## src/rtl/ola_trigger_match.sv

```systemverilog
// Trigger-condition stage behind the OLA edge detector: masked level plus edge match, hit counting, single fire pulse.
// Optional post-match delay is built only when OLA_TRIGGER_MATCH_DELAY_EN is defined.
module ola_trigger_match #(
    parameter int width       = 8,
    parameter int count_width = 16
) (
    input  logic                   clock,
    input  logic                   reset,
    // in_valid qualifies one sample per cycle; there is no ready, this stage always accepts.
    input  logic                   in_valid,
    input  logic [width-1:0]       in_sample,
    input  logic [width-1:0]       in_rising,
    input  logic [width-1:0]       in_falling,
    input  logic [width-1:0]       cfg_value,
    input  logic [width-1:0]       cfg_mask,
    input  logic [width-1:0]       cfg_rise,
    input  logic [width-1:0]       cfg_fall,
    input  logic                   cfg_edge_any,
    input  logic [count_width-1:0] cfg_count,
    input  logic [count_width-1:0] cfg_delay,
    input  logic                   arm,
    input  logic                   abort,
    output logic                   out_armed,
    output logic                   out_fire,
    output logic                   out_triggered,
    output logic [count_width-1:0] out_hits,
    output logic [1:0]             dbg_state
);

    typedef enum logic [1:0] {
        S_IDLE  = 2'd0,
        S_ARMED = 2'd1,
        S_DELAY = 2'd2,
        S_FIRED = 2'd3
    } state_t;

    localparam logic [count_width-1:0] one_c = count_width'(1);

    state_t                 state;
    logic [width-1:0]       sh_value;
    logic [width-1:0]       sh_mask;
    logic [width-1:0]       sh_rise;
    logic [width-1:0]       sh_fall;
    logic                   sh_edge_any;
    logic [count_width-1:0] sh_count;

    logic                   level_ok;
    logic                   edge_all_ok;
    logic                   edge_any_ok;
    logic                   hit;
    logic [count_width-1:0] target;
    logic [count_width-1:0] hits_inc;
    logic                   final_hit;

`ifdef OLA_TRIGGER_MATCH_DELAY_EN
    logic [count_width-1:0] sh_delay;
    logic [count_width-1:0] delay_cnt;
    logic [count_width-1:0] delay_next;
    assign delay_next = delay_cnt + one_c;
`else
    logic unused_cfg_delay;
    assign unused_cfg_delay = ^cfg_delay;
`endif

    assign dbg_state = state;

    assign level_ok    = ((in_sample ^ sh_value) & sh_mask) == '0;
    assign edge_all_ok = ((sh_rise & ~in_rising) == '0) && ((sh_fall & ~in_falling) == '0);
    // With no edge required, any mode is satisfied rather than impossible.
    assign edge_any_ok = ((sh_rise | sh_fall) == '0) ||
                         (((sh_rise & in_rising) | (sh_fall & in_falling)) != '0);
    assign hit         = in_valid && level_ok && (sh_edge_any ? edge_any_ok : edge_all_ok);

    assign target    = (sh_count == '0) ? one_c : sh_count;
    assign hits_inc  = (out_hits == '1) ? out_hits : out_hits + one_c;
    assign final_hit = (hits_inc == target);

    always_ff @(posedge clock or negedge reset) begin
        if (!reset) begin
            state         <= S_IDLE;
            out_armed     <= 1'b0;
            out_fire      <= 1'b0;
            out_triggered <= 1'b0;
            out_hits      <= '0;
            sh_value      <= '0;
            sh_mask       <= '0;
            sh_rise       <= '0;
            sh_fall       <= '0;
            sh_edge_any   <= 1'b0;
            sh_count      <= '0;
`ifdef OLA_TRIGGER_MATCH_DELAY_EN
            sh_delay      <= '0;
            delay_cnt     <= '0;
`endif
        end else begin
            out_fire <= 1'b0;
            if (abort) begin
                state         <= S_IDLE;
                out_armed     <= 1'b0;
                out_triggered <= 1'b0;
                out_hits      <= '0;
`ifdef OLA_TRIGGER_MATCH_DELAY_EN
                delay_cnt     <= '0;
`endif
            end else if (arm) begin
                state         <= S_ARMED;
                out_armed     <= 1'b1;
                out_triggered <= 1'b0;
                out_hits      <= '0;
                sh_value      <= cfg_value;
                sh_mask       <= cfg_mask;
                sh_rise       <= cfg_rise;
                sh_fall       <= cfg_fall;
                sh_edge_any   <= cfg_edge_any;
                sh_count      <= cfg_count;
`ifdef OLA_TRIGGER_MATCH_DELAY_EN
                sh_delay      <= cfg_delay;
                delay_cnt     <= '0;
`endif
            end else begin
                case (state)
                    S_ARMED: begin
                        if (hit) begin
                            out_hits <= hits_inc;
                            if (final_hit) begin
`ifdef OLA_TRIGGER_MATCH_DELAY_EN
                                if (sh_delay != '0) begin
                                    state <= S_DELAY;
                                end else begin
                                    state         <= S_FIRED;
                                    out_armed     <= 1'b0;
                                    out_fire      <= 1'b1;
                                    out_triggered <= 1'b1;
                                end
`else
                                state         <= S_FIRED;
                                out_armed     <= 1'b0;
                                out_fire      <= 1'b1;
                                out_triggered <= 1'b1;
`endif
                            end
                        end
                    end
`ifdef OLA_TRIGGER_MATCH_DELAY_EN
                    S_DELAY: begin
                        if (in_valid) begin
                            delay_cnt <= delay_next;
                            if (delay_next == sh_delay) begin
                                state         <= S_FIRED;
                                out_armed     <= 1'b0;
                                out_fire      <= 1'b1;
                                out_triggered <= 1'b1;
                            end
                        end
                    end
`endif
                    default: begin
                        state <= state;
                    end
                endcase
            end
        end
    end

endmodule

```

## config.mk

```make
export PLATFORM = sky130hd
export DESIGN_NAME = ola_trigger_match
export DESIGN_NICKNAME = d
export VERILOG_FILES = /design/src/rtl/ola_trigger_match.sv
export SDC_FILE = /design/constraint.sdc
export NUM_CORES = 1
export LEC_CHECK = 0
export CORE_MARGIN = 5
export CORE_UTILIZATION = 33
export DETAILED_ROUTE_END_ITERATION = 8
export PLACE_DENSITY = 0.69
export SYNTH_ARGS = -nofsm -noshare
export SYNTH_HDL_FRONTEND = slang
export SYNTH_SLANG_ARGS = --single-unit
```

## constraint.sdc

```tcl
create_clock -name clock -period 2.4 [get_ports clock]
set_input_delay 0.48 -clock clock [delete_from_list [all_inputs] [get_ports clock]]
set_output_delay 0.48 -clock clock [all_outputs]
set_load 0.1 [all_outputs]
```

### Yosys cells after proc, flatten, opt, wreduce, memory -nomap -nowiden

Index checks and enable logic that the tools add are counted.

* logic and storage cells: 69
* output and inout port bits: 21
* flip-flop bits (word level): 70
* input port bits: 94

* muxes and demuxes: 27
* add/subtract/negate cells: 1
* reduce and logical (&&, ||, !) cells: 16
* bitwise gates (word level): 11
* eq/ne operators: 3

Operator list (count)
* 16-bit 2-to-1 mux: 6
* 8-bit bitwise AND: 5
* 8-bit zero test: 4
* 16-bit by 1-bit adder with 16-bit output, second input constant: 1
* 16-bit equality test: 1
* 16-bit equality test, second input constant: 1
* 16-bit zero test: 1
* 1-bit 2-to-1 mux: 16
* 8-bit NOT: 2
* 8-bit bitwise OR: 2
* 2-bit 2-to-1 mux: 5
* 3-bit nonzero test: 3
* 8-bit nonzero test: 1
* 8-bit XOR: 1
* 2-bit AND reduction: 2
* 1-bit logical AND: 3
* 3-bit AND reduction: 1
* 2-bit by 1-bit equality test with 1-bit output, second input constant: 1
* 1-bit logical OR: 1
* 1-bit NOT: 1

### Logic depth before layout (Yosys ltp)

* word-level depth: 10
* depth in mapped cells: 9
* gate-level depth less buffers: 8

### Least setup slack after synthesis

No wires, ideal clock.

* path type: flip-flop to flip-flop
* from: reg out_hits[1]
* to: reg out_armed
* setup slack: -934 ps
* arrival time: 3213 ps
* clock period less this slack: 3334 ps
* path buffers: 1
* stages on the path, launching flop included: 10
* library setup time: 121 ps
* data required time: 2279 ps
* path through: dfrtp_1 -> ha_1 -> nand4_4 -> or4_4 -> buf_6 -> a41oi_2 -> o211ai_1 -> nor4_1 -> nand4_1 -> a31o_1

* word-level cells in the longest chain between the ends: 5
* elaborated cells between the ends (all ways): 6
* those cells by class: 1 x add/sub; 2 x eq/ne; 1 x mux; 2 x reduce/logical

RTL lines
* from (decl): RTL line 26 `output logic [count_width-1:0] out_hits,`
* from (signal assigned): RTL line 124 `out_hits <= hits_inc;`
* 16-bit by 1-bit adder with 16-bit output or 16-bit equality test (tied branches): RTL line 75 `assign hits_inc = (out_hits == '1) ? out_hits : out_hits + one_c;`
* 16-bit 2-to-1 mux *: RTL line 75
* 16-bit equality test *: RTL line 76 `assign final_hit = (hits_inc == target);`
* 3-bit nonzero test (no source line) *
* 3-bit AND reduction (no source line) *
* to (signal assigned): RTL line 81 `out_armed <= 1'b0;`
* to (signal assigned): RTL line 99 `out_armed <= 1'b0;`
* to (signal assigned): RTL line 107 `out_armed <= 1'b1;`
* to (decl): RTL line 23 `output logic out_armed,`

Every way passes the cells marked *; elsewhere a longest branch is shown, timed or not.
A chain may end at the register's enable or synchronous reset.

### Worst setup path after layout

* from: reg out_hits[1]
* to: reg out_triggered

* word-level cells in the longest chain between the ends: 5
* elaborated cells between the ends (all ways): 6
* those cells by class: 1 x add/sub; 2 x eq/ne; 1 x mux; 2 x reduce/logical

RTL lines
* 16-bit by 1-bit adder with 16-bit output or 16-bit equality test (tied branches): RTL line 75
* 16-bit 2-to-1 mux *: RTL line 75
* 16-bit equality test *: RTL line 76
* 3-bit nonzero test (no source line) *
* 3-bit AND reduction (no source line) *
* to (signal assigned): RTL line 83 `out_triggered <= 1'b0;`
* to (signal assigned): RTL line 100 `out_triggered <= 1'b0;`
* to (signal assigned): RTL line 108 `out_triggered <= 1'b0;`
* to (decl): RTL line 25 `output logic out_triggered,`

Marks and branches as above.

==> results.yml <==
run_status:
  status: "complete, but fails checks"
  violations: "negative setup slack"
worst_setup_path:
  cp_slowest_cell: "or4_4"
  worstReg2RegStart: "out_hits[1]"
  required_ps: 2600
  cp_max_fo: 7
  worst_setup_path_end_kind: "register"
  slowest_delay_ps: 590
  critPathBufInv: 0
  rrSetupSlack_ps: -60
  criticalPathCategory: "reg2reg"
  cp_top_family: "simple AND/OR/NAND/NOR gates"
  regToRegEndpoint: "out_triggered"
  worstPathCellList: "ha_4, nand4_4, or4_4, and3_4, o41ai_4, nor4_4, nand4_1, a21oi_1"
  cp_data_arrival_time_ps: 2670
  rr_worst_depth: 8
  startpoint_type: "register"
clock_network:
  clkSinkCount: 69
  numCtsBuffers: 9
  root_buffer: "clkbuf_16"
  htree_levels: 3
  cts.path.max_buffers: 2
  cts_hold_buf: 0
  cts_tree: "done"
  clock_latency_ps: 340
  clkTransAtPathRegs_ps: 60
cells_and_area:
  nFillCells: 1027
  layout.nets: 622
  final_cell_count_no_fill: 676
  post-route-util: 0.5255
  finalInstanceArea_sq_um: 6052
  ff_latch_area_sq_um: 1779
  syn2layout_area_growth_pct: 54.54
  layout-drive-gt1-share: 0.3759
  multi_input_area_sq_um: 2248
synthesis:
  yosysWarnings: 0
  synthFlopType: "dfrtp_1"
  async_flop_share: 1.000
  synth-seq-cells: 69
  syn-mean-instance-area_sq_um: 10.58
  synth_edf_count: 0
  synth_area_sq_um: 3916
  yosysUniqueCellTypes: 59
  syn_inst: 370
  synth.net_count: 465
  seq_area_frac_synth: 0.4409
placement:
  finalWeightedCongestion: 0.9361
  port_buffers: 98
  hpwl_mm: 9.021
  place_area_sq_um: 5570
  dp.cells: 659
sta:
  min_period_ps: 2463
  finalSetupViolations: 4
  relSlewSlack: 0.6809
  fin_worst_skew_ps: 7.348
  hold_viol_final: 0
  finalCritPeriodShare: 1.026
  setup_ws_ps: -62.85
  rsz0062_at_grt: "yes"
  worst_pin_slew_ps: 478.6
  drv_slew: 0
  max_freq_mhz: 406.0
die:
  num_io_pins: 115
  initial_utilization: 0.3401
  core_area_sq_um: 11520
  die_area_sq_um: 14150
  num_rows: 39
  die_y_um: 118.9
  die_x_um: 118.9
grt:
  grt_overflow: 0
  grt_pass1_vias: 3799
  grt_use_total: 0.1667
  grt_pass1_wl_mm: 18.79
  antenna_found_initial: 1
  grt_start_max_net_pins: 70
power_and_ir_drop:
  ir_worst_vdd_mv: 0.3560
  p_int_w: 0.002493
  leakage_nw: 2.469
  power.density_nw_per_um2: 566.7
  p_sw_frac: 0.2731
  seqPwrFrac: 0.409
  p_clk_frac: 0.398
  switchingPower_w: 0.0009365
  p_comb_frac: 0.193
  power_w: 0.003430
route:
  postRouteAntennaNets: 0
  vias: 3550
  wl_per_cell_um: 17.16
  drtIter0Drc: 126
  drtPass1Iterations: 5
  drt_wl_total_mm: 11.60
  post_drt_via_cell_ratio: 5.251
  drc: 0
flow_run:
  cap_viol_max_count: 0
hold_path:
  min-delay-path-class: "in2async"
## synthesized netlist by cell type (9+ instances only)
| library cell | n | share of area |
|---|---|---|
| nor2_1 | 20 | 0.019 |
| nor4_1 | 15 | 0.024 |
| a21oi_1 | 10 | 0.013 |
| nand4_1 | 10 | 0.016 |
| xor2_1 | 12 | 0.027 |
| nand2_1 | 16 | 0.015 |
| mux2_2 | 45 | 0.13 |
| clkbuf_1 | 10 | 0.0096 |
| o21ai_0 | 13 | 0.017 |
| nand3_1 | 10 | 0.013 |
| nand2b_1 | 14 | 0.022 |
| a22oi_1 | 9 | 0.017 |
| inv_1 | 10 | 0.0096 |
| dfrtp_1 | 69 | 0.44 |
| nor3_1 | 12 | 0.015 |
| xnor2_1 | 16 | 0.036 |
## through the flow
| step | setup WS [ps] | hold WS (ps) | TNS (ps) |
|---|---|---|---|
| after global routing | -142.8 | 187.5 | -1295 |
| after global placement | -317.8 | 490.6 | -3664 |
| final | -62.85 | 140.3 | -196.4 |
| after CTS | -74.91 | 167.6 | -109.3 |
| after floorplan | -139.3 | 184.4 | -198.7 |
| after detailed placement | -320.5 | 495.7 | -3968 |
## state kept, by name, indices dropped and copies added, names as in the netlist
| signal | count |
|---|---|
| out_armed | 1 |
| sh_count | 16 |
| out_hits | 16 |
| sh_edge_any | 1 |
| sh_value | 8 |
| out_fire | 1 |
| sh_fall | 8 |
| sh_mask | 8 |
| dbg_state | 1 |
| sh_rise | 8 |
| out_triggered | 1 |
## worst max-delay path by stage
stage                       start            end  slack [ps]  depth (start not counted)
CTS                   out_hits[1]      out_armed         -70                          9
floorplan             out_hits[1]      out_armed        -140                          9
global route         in_rising[2]    out_hits[3]        -140                         11
finish                out_hits[1]  out_triggered         -60                          8
global placement    in_falling[5]   out_hits[11]        -320                         11
detailed placement  in_falling[5]    out_hits[3]        -320                         11
## what timing repair did
| item | 4_1_cts | 5_1_grt |
|---|---|---|
| pin swaps | 3 | 3 |
| endpoints found under the setup margin | 3 | 14 |
| hold endpoints to repair | 0 | 0 |
| gates resized for setup | 9 | 18 |
| setup buffers | 0 | 1 |
## routing by layer
| layer | vias up | global-route usage | share of wire |
|---|---|---|---|
| met4 | 0 | 0.06662 | 0.023 |
| met1 | 1722 | 0.2068 | 0.43 |
| li1 | 1706 | - | - |
| met2 | 101 | 0.2789 | 0.49 |
| met3 | 21 | 0.04171 | 0.058 |
| met5 | - | 0 | 0 |
## cell families (layout without fill, tap and decap cells)
group,after synthesis,after routing,share of synthesized area
AO/OA/AOI/OAI,66,66,0.1256
XOR/XNOR,29,29,0.06837
adder cells (fa/ha/maj),1,1,0.003194
buffers and inverters,30,192,0.03387
flip-flops,69,69,0.4409
multiplexers,48,48,0.1371
other,0,1,0
AND/OR/NAND/NOR,127,127,0.1911
## power by group through the flow
stage	sequential, W	combinational [W]	clock [W]
2_1_floorplan	0.00141	0.000300	0
4_1_cts	0.00139	0.000635	0.00140
3_3_place_gp	0.00141	0.000607	0
5_1_grt	0.00142	0.000724	0.00144
6_report	0.00140	0.000663	0.00136
3_5_place_dp	0.00141	0.000622	0
## cell usage in the layout, fill, tap and decap left out, types with 6 or more instances in the layout
cell,netlist,routed
nand2_1,16,16
xnor2_1,16,16
xor2_1,12,12
mux2_2,45,45
a22oi_1,9,9
buf_4,1,84
dfrtp_1,69,51
nand2b_1,14,10
nand3_1,10,10
clkbuf_16,0,9
nand4_1,10,10
clkdlybuf4s50_1,0,72
dfrtp_2,0,6
a21oi_1,10,9
nor4_1,15,10
dfrtp_4,0,12
o21ai_0,13,13
nor2_1,20,20
nor3_1,12,10
inv_1,10,10
and4_1,7,6
## area by class of cell
class / instances / area share
diodes: 1 / 0.0004135
clock buffers: 9 / 0.03721
clock inverters: 7 / 0.01364
inverters: 10 / 0.006202
multi-input cells: 271 / 0.3715
flip-flops and latches: 69 / 0.2940
well taps: 143 / 0.02956
repair buffers: 166 / 0.2475
(Power assumes the default switching activity.)
==> RTL change 1: new RTL, same flow settings <==
Build with the macro `OLA_TRIGGER_MATCH_DELAY_EN` defined.
--- a/src/rtl/ola_trigger_match.sv
+++ b/src/rtl/ola_trigger_match.sv
@@ -1,4 +1,6 @@
 // Trigger-condition stage behind the OLA edge detector: masked level plus edge match, hit counting, single fire pulse.
 // Optional post-match delay is built only when OLA_TRIGGER_MATCH_DELAY_EN is defined.
+`define OLA_TRIGGER_MATCH_DELAY_EN
+
 module ola_trigger_match #(
     parameter int width       = 8,
Behaviour: not the same (Yosys sat finds a counterexample within 4 cycles, from zero or initial values and one cycle with reset low).
==> RTL change 1 against the original RTL <==
- first-iteration DRC count grew to 2.5 times the old value
- largest cell class unchanged
- wire length is 51% higher
- critical endpoint is now dbg_state[0]
- highest routed layer unchanged
- design area is 46% higher
- area after synthesis is 57% higher
- critical path depth is 4 higher
- total power is 28% higher
- global-route usage is 0.46 points lower
- sequential cell count is 33 higher
- synthesized cell count is 61% higher
- the run still ends with negative setup slack left
- setup slack worse by 0.25 ns
- die area is 51% higher
- fmax is 9.1% lower
==> RTL change 1: results (changes against the original RTL) <==
Parameter                              Value

Pwr
  Clock share of power    0.312 (-0.086)
  Switching part of the total power    0.285 (+0.0122)
  Sequential power    2.04 mW (+46%)
  Reported leakage power    3.62 nW (+47%)
  Net Sw Power    1.25 mW (+34%)

Global route
  Total Routing Usage GR    0.162 (-0.00459)
  Fraction of met2 tracks used by global routing    0.263 (-0.0158)
  Met3 track demand over resource    0.0291 (-0.0126)
  Number of global-route vias before repair    5,487 (+44%)
  Number of antenna violations at the first check in global routing    0 (-1)
  Fraction of met1 tracks used by global routing    0.218 (+0.0108)

Clock tree
  Post CTS Setup Buffer Count    5 (+5)

Logic synthesis
  Leading post-synthesis cells by instance count    102 x dfrtp_1, 62 x mux2_2, 43 x nor2_1, 38 x nand2_1, 35 x xnor2_1
  Share of the synthesized area in compound gates (AO/OA/AOI/OAI)    0.116 (-0.00946)
  Post-synthesis share of cell area spent on xor and xnor gates    0.0914 (+0.0230)
  Sequential cell area fraction in the yosys report    0.416 (-0.0247)
  Largest cells by area after synthesis    dfrtp_1 42%, mux2_2 11%, xnor2_1 5.0%
  Net count after synthesis    695 (+49%)
  Share of synthesized area spent on multiplexers    0.122 (-0.0148)
  Yosys cell types    75 (+27%)
  Adder and majority cell fraction of the synthesized area    0.00816 (+0.00497)

Routing
  Total Wirelength    17,500 um (+51%)
  DR WL met2    8230 um (+44%)
  Number of DRC violations after detailed-routing iteration 0    316 (+150%)
  Routed met3 length    1030 um (+52%)
  Via/cell ratio    5.24 (-0.24%)

Layout
  Net total in the final layout    906 (+46%)
  Share of post-route cells with drive strength above 1    0.342 (-0.0340)
  Number of diodes    0 (-1)
  Final cell count without fillers    1,042 (+54%)

Placed design
  Setup WS pre-CTS    -0.511 ns (-0.191 ns)
  Placed Area    0.00833 mm2 (+50%)
  Global placer's final weighted congestion    0.925 (-1.2%)

STA
  Final setup violation count    5 (+1)
  Worst clock skew    0.00631 ns (-0.00103 ns)
  Aggregate negative setup slack    -1.14 ns (-0.944 ns)
  Setup slack after layout    -0.308 ns (-0.245 ns)
  Remaining max-slew budget at the tightest pin    0.630 (-0.0513)

Critical path
  Worst EP arrival    2.95 ns (+0.28 ns)
  Startpoint of the worst register-to-register path    out_hits[0]
  Kind of cell adding the most delay to the critical path    compound AO/OA/AOI/OAI gates
  Largest fanout on the critical path    8 (+1)
  Master of the slowest instance on the critical path    dfrtp_4

Outcome
  Status    finished with violations
  Violations in the final reports    negative setup slack
## RTL change 1: kinds of logic (layout without fill, tap and decap cells)
family / Yosys count / count (layout)
compound gates: 95 / 95
simple gates: 219 / 219
xor+xnor: 64 / 64
mux: 67 / 67
fa+ha+maj: 4 / 4
buf+inv: 46 / 262
flops: 102 / 102
## RTL change 1: final cells by class
class,count,area (um2)
clock buffers,11,233
clock inverters,5,32.5
fillers,1692,9330
inverters,12,45.0
multi-input cells,449,3590
flip-flops and latches,102,2610
well taps,229,287
repair buffers,234,2030
## RTL change 1: path summary, 6_finish.rpt
kind | endpoint | cells after the start | slack, ns
worst max-delay path | dbg_state[0] | 12 | -0.31
worst min-delay path | out_hits[2] | 1 | 0.11
worst max register to register | dbg_state[0] | 12 | -0.31
worst min register to register | out_triggered | 2 | 0.50
max in group asynchronous | out_hits[5] | 2 | 1.60
min in group clock | out_triggered | 2 | 0.50
==> RTL change 2: new RTL, config.mk and constraints unchanged <==
Made on the original files. Put one more register stage on the output `out_hits`, with the module's reset. The value now appears one clock later. The other outputs are not delayed to match.
--- a/src/rtl/ola_trigger_match.sv
+++ b/src/rtl/ola_trigger_match.sv
@@ -37,4 +37,6 @@
     localparam logic [count_width-1:0] one_c = count_width'(1);
 
+    logic [count_width-1:0] out_hits_s0;
+
     state_t                 state;
     logic [width-1:0]       sh_value;
@@ -73,5 +75,5 @@
 
     assign target    = (sh_count == '0) ? one_c : sh_count;
-    assign hits_inc  = (out_hits == '1) ? out_hits : out_hits + one_c;
+    assign hits_inc  = (out_hits_s0 == '1) ? out_hits_s0 : out_hits_s0 + one_c;
     assign final_hit = (hits_inc == target);
 
@@ -82,5 +84,5 @@
             out_fire      <= 1'b0;
             out_triggered <= 1'b0;
-            out_hits      <= '0;
+            out_hits_s0   <= '0;
             sh_value      <= '0;
             sh_mask       <= '0;
@@ -99,5 +101,5 @@
                 out_armed     <= 1'b0;
                 out_triggered <= 1'b0;
-                out_hits      <= '0;
+                out_hits_s0   <= '0;
 `ifdef OLA_TRIGGER_MATCH_DELAY_EN
                 delay_cnt     <= '0;
@@ -107,5 +109,5 @@
                 out_armed     <= 1'b1;
                 out_triggered <= 1'b0;
-                out_hits      <= '0;
+                out_hits_s0   <= '0;
                 sh_value      <= cfg_value;
                 sh_mask       <= cfg_mask;
@@ -122,5 +124,5 @@
                     S_ARMED: begin
                         if (hit) begin
-                            out_hits <= hits_inc;
+                            out_hits_s0 <= hits_inc;
                             if (final_hit) begin
 `ifdef OLA_TRIGGER_MATCH_DELAY_EN
@@ -163,4 +165,12 @@
     end
 
+    always_ff @(posedge clock or negedge reset) begin
+        if (!reset) begin
+            out_hits <= '0;
+        end else begin
+            out_hits <= out_hits_s0;
+        end
+    end
+
 endmodule
 
Function: changed (Yosys sat finds a counterexample within 4 cycles, from zero or initial values and one cycle with reset low).
==> RTL change 2 against the original RTL <==
- hold slack lost 0.061 ns
- sequential cell count grew 16
- count of clock-buffer cells in the layout grew 4
- design area grew 6.2%
- area after synthesis grew 10%
- utilization shrank 2.0 points
- global-route usage shrank 1.0 points
- total power grew 9.8%
- wire length grew 4.8%
- first-iteration DRC count grew 49%
- sequential share of layout area grew 3.8 points
- setup slack gained 0.072 ns
==> RTL change 2: results (changes against the original RTL) <==
Parameter                              Value

Placed design
  Setup WS pre-CTS    -0.289 ns (+0.0311 ns)
  Total half-perimeter wirelength after legalization and detailed placement    9460 um (+4.9%)
  Number of buffers inserted by port buffering    98 (unchanged)
  Global placer's final weighted congestion    0.859 (-8.2%)

Clock tree
  Clock root buffer    clkbuf_16
  Clock transition at path regs    0.06 ns (about the same)
  Total clock buffers created by CTS    9 (unchanged)
  Maximum clock insertion buffer count    2 (unchanged)
  Clock network latency to the later pin of the worst-skew pair    0.34 ns (about the same)
  Maximum level of the CTS H-tree    3 (unchanged)

Worst hold path
  Path class of the lowest-slack min-delay path    input port to asynchronous set/reset pin

Critical path
  Worst EP arrival    2.62 ns (-0.05 ns)
  Slack of the worst reg-to-reg path    0.009 ns (+0.07 ns)
  Largest fanout on the critical path    5 (-2)
  Path depth of the worst reg2reg path    8 (unchanged)
  Startpoint of the worst register-to-register path    out_hits_s0[0]
  RR Endpoint    out_armed
  Master of the slowest instance on the critical path    or4_4
  Critical path's largest stage delay    0.60 ns

Pwr
  Reported leakage power    2.69 nW (+8.9%)
  Max rail drop VDD    0.000347 V (-2.6%)

Outcome
  Status    complete, no violations

Global route
  Gr ovfl total    0 (unchanged)
  Total Routing Usage GR    0.156 (-0.0103)
  Number of antenna violations at the first check in global routing    0 (-1)
  Largest net degree at the start of global routing    35 (-50%)
  Global-route wire length before repair    20,000 um (+6.7%)
  Number of global-route vias before repair    4,034 (+6.2%)

Logic synthesis
  Leading post-synthesis cells by instance count    85 x dfrtp_1, 45 x mux2_2, 22 x nor2_1, 16 x nand2_1, 16 x xnor2_1
  Synthesis Warnings    0 (unchanged)
  Sequential cell area fraction in the yosys report    0.492 (+0.0509)
  Yosys cell types    60 (+1.7%)
  Largest cells by area after synthesis    dfrtp_1 49%, mux2_2 12%, xnor2_1 3.2%
  Asr flop ratio synth    1.00 (unchanged)
  Net count after synthesis    482 (+3.7%)

Routing
  DRT Pass-1 Iters    4 (-1)
  Residual DRC count    0 (unchanged)
  Via/cell ratio    5.15 (-2.0%)
  Number of DRC violations after detailed-routing iteration 0    188 (+49%)
  Post-DR wirelength/cell    16.8 um (-2.4%)

Layout
  Share of post-route cells with drive strength above 1    0.330 (-0.0456)
  Area taken by flip-flops and latches    0.00213 mm2 (+20%)
  Number of fill cells    1,182 (+15%)
  Net total in the final layout    644 (+3.5%)
  Largest registers in the final layout    out_hits (16), out_hits_s0 (16), sh_count (16)
  Number of diodes    0 (-1)

STA
  Transition time at the pin with the least slew margin    0.466 ns (-0.0124 ns)
  Worst clock skew    0.00738 ns (+0.0000308 ns)
-- RTL change 2: what timing repair did --
item                                   CTS  global route
resized for setup                        7            16
setup buffers                            0             6
pin swaps                                5            10
setup endpoints to repair                3            12
endpoints found under the hold margin    0             0
-- RTL change 2: kinds of logic after synthesis --
kind of cell	synth area share
AOI/OAI and AO/OA	0.111
adders and majority gates	0.00289
buffers and inverters	0.0310
xor gates and xnor gates	0.0619
muxes	0.124
DFF	0.492
and+or+nand+nor	0.177
-- RTL change 2: how the worst max path moves through the flow --
| stage | start | to | slack [ns] | cells after the start |
|---|---|---|---|---|
| finish | out_hits_s0[0] | out_armed | 0.009 | 8 |
| CTS | out_hits_s0[0] | out_armed | -0.04 | 9 |
| global route | out_hits_s0[1] | out_armed | -0.09 | 9 |
| detailed placement | in_falling[0] | out_armed | -0.29 | 9 |
| floorplan | out_hits_s0[1] | out_armed | 0.02 | 9 |
| global placement | in_falling[0] | out_armed | -0.28 | 9 |
-- RTL change 2: critical path: cells and delay by family (launching register included) --
kind | cells | cell delay (ns)
compound gates | 2 | 0.37
fa+ha+maj | 1 | 0.15
flops | 1 | 0.39
simple gates | 5 | 1.37
-- RTL change 2: metrics by stage --
stage	cells	area, um2	util	TNS (ns)	hold slack, ns
detailed placement	705	5940	0.467	-3.38	0.449
floorplan	387	4340	-	0	0.184
global placement	705	5940	0.467	-3.08	0.439
finish	726	6430	0.505	0	0.0797
global route	726	6430	0.505	-0.156	0.118
CTS	721	6290	0.494	-0.0558	0.0835
-- RTL change 2: layout make-up --
class                      instances  area share
clock inverter                     3     0.00720
multi-input combinational        272       0.345
tap                              172      0.0335
inverter                          10     0.00584
clock buffer                      13      0.0405
timing repair buffer             171       0.237
sequential                        85       0.332
-- RTL change 2: routing by layer --
layer / global-route usage / share of wire
met2: 0.261 / 0.49
met3: 0.0472 / 0.061
met1: 0.194 / 0.43
met5: 0 / 0
met4: 0.0484 / 0.017
-- RTL change 2: power by group --
part	total, mW	internal [mW]	switching, mW
Sequential	1.66	1.56	0.103
Clock	1.42	0.866	0.553
Combinational	0.687	0.391	0.296
Total	3.77	2.81	0.952
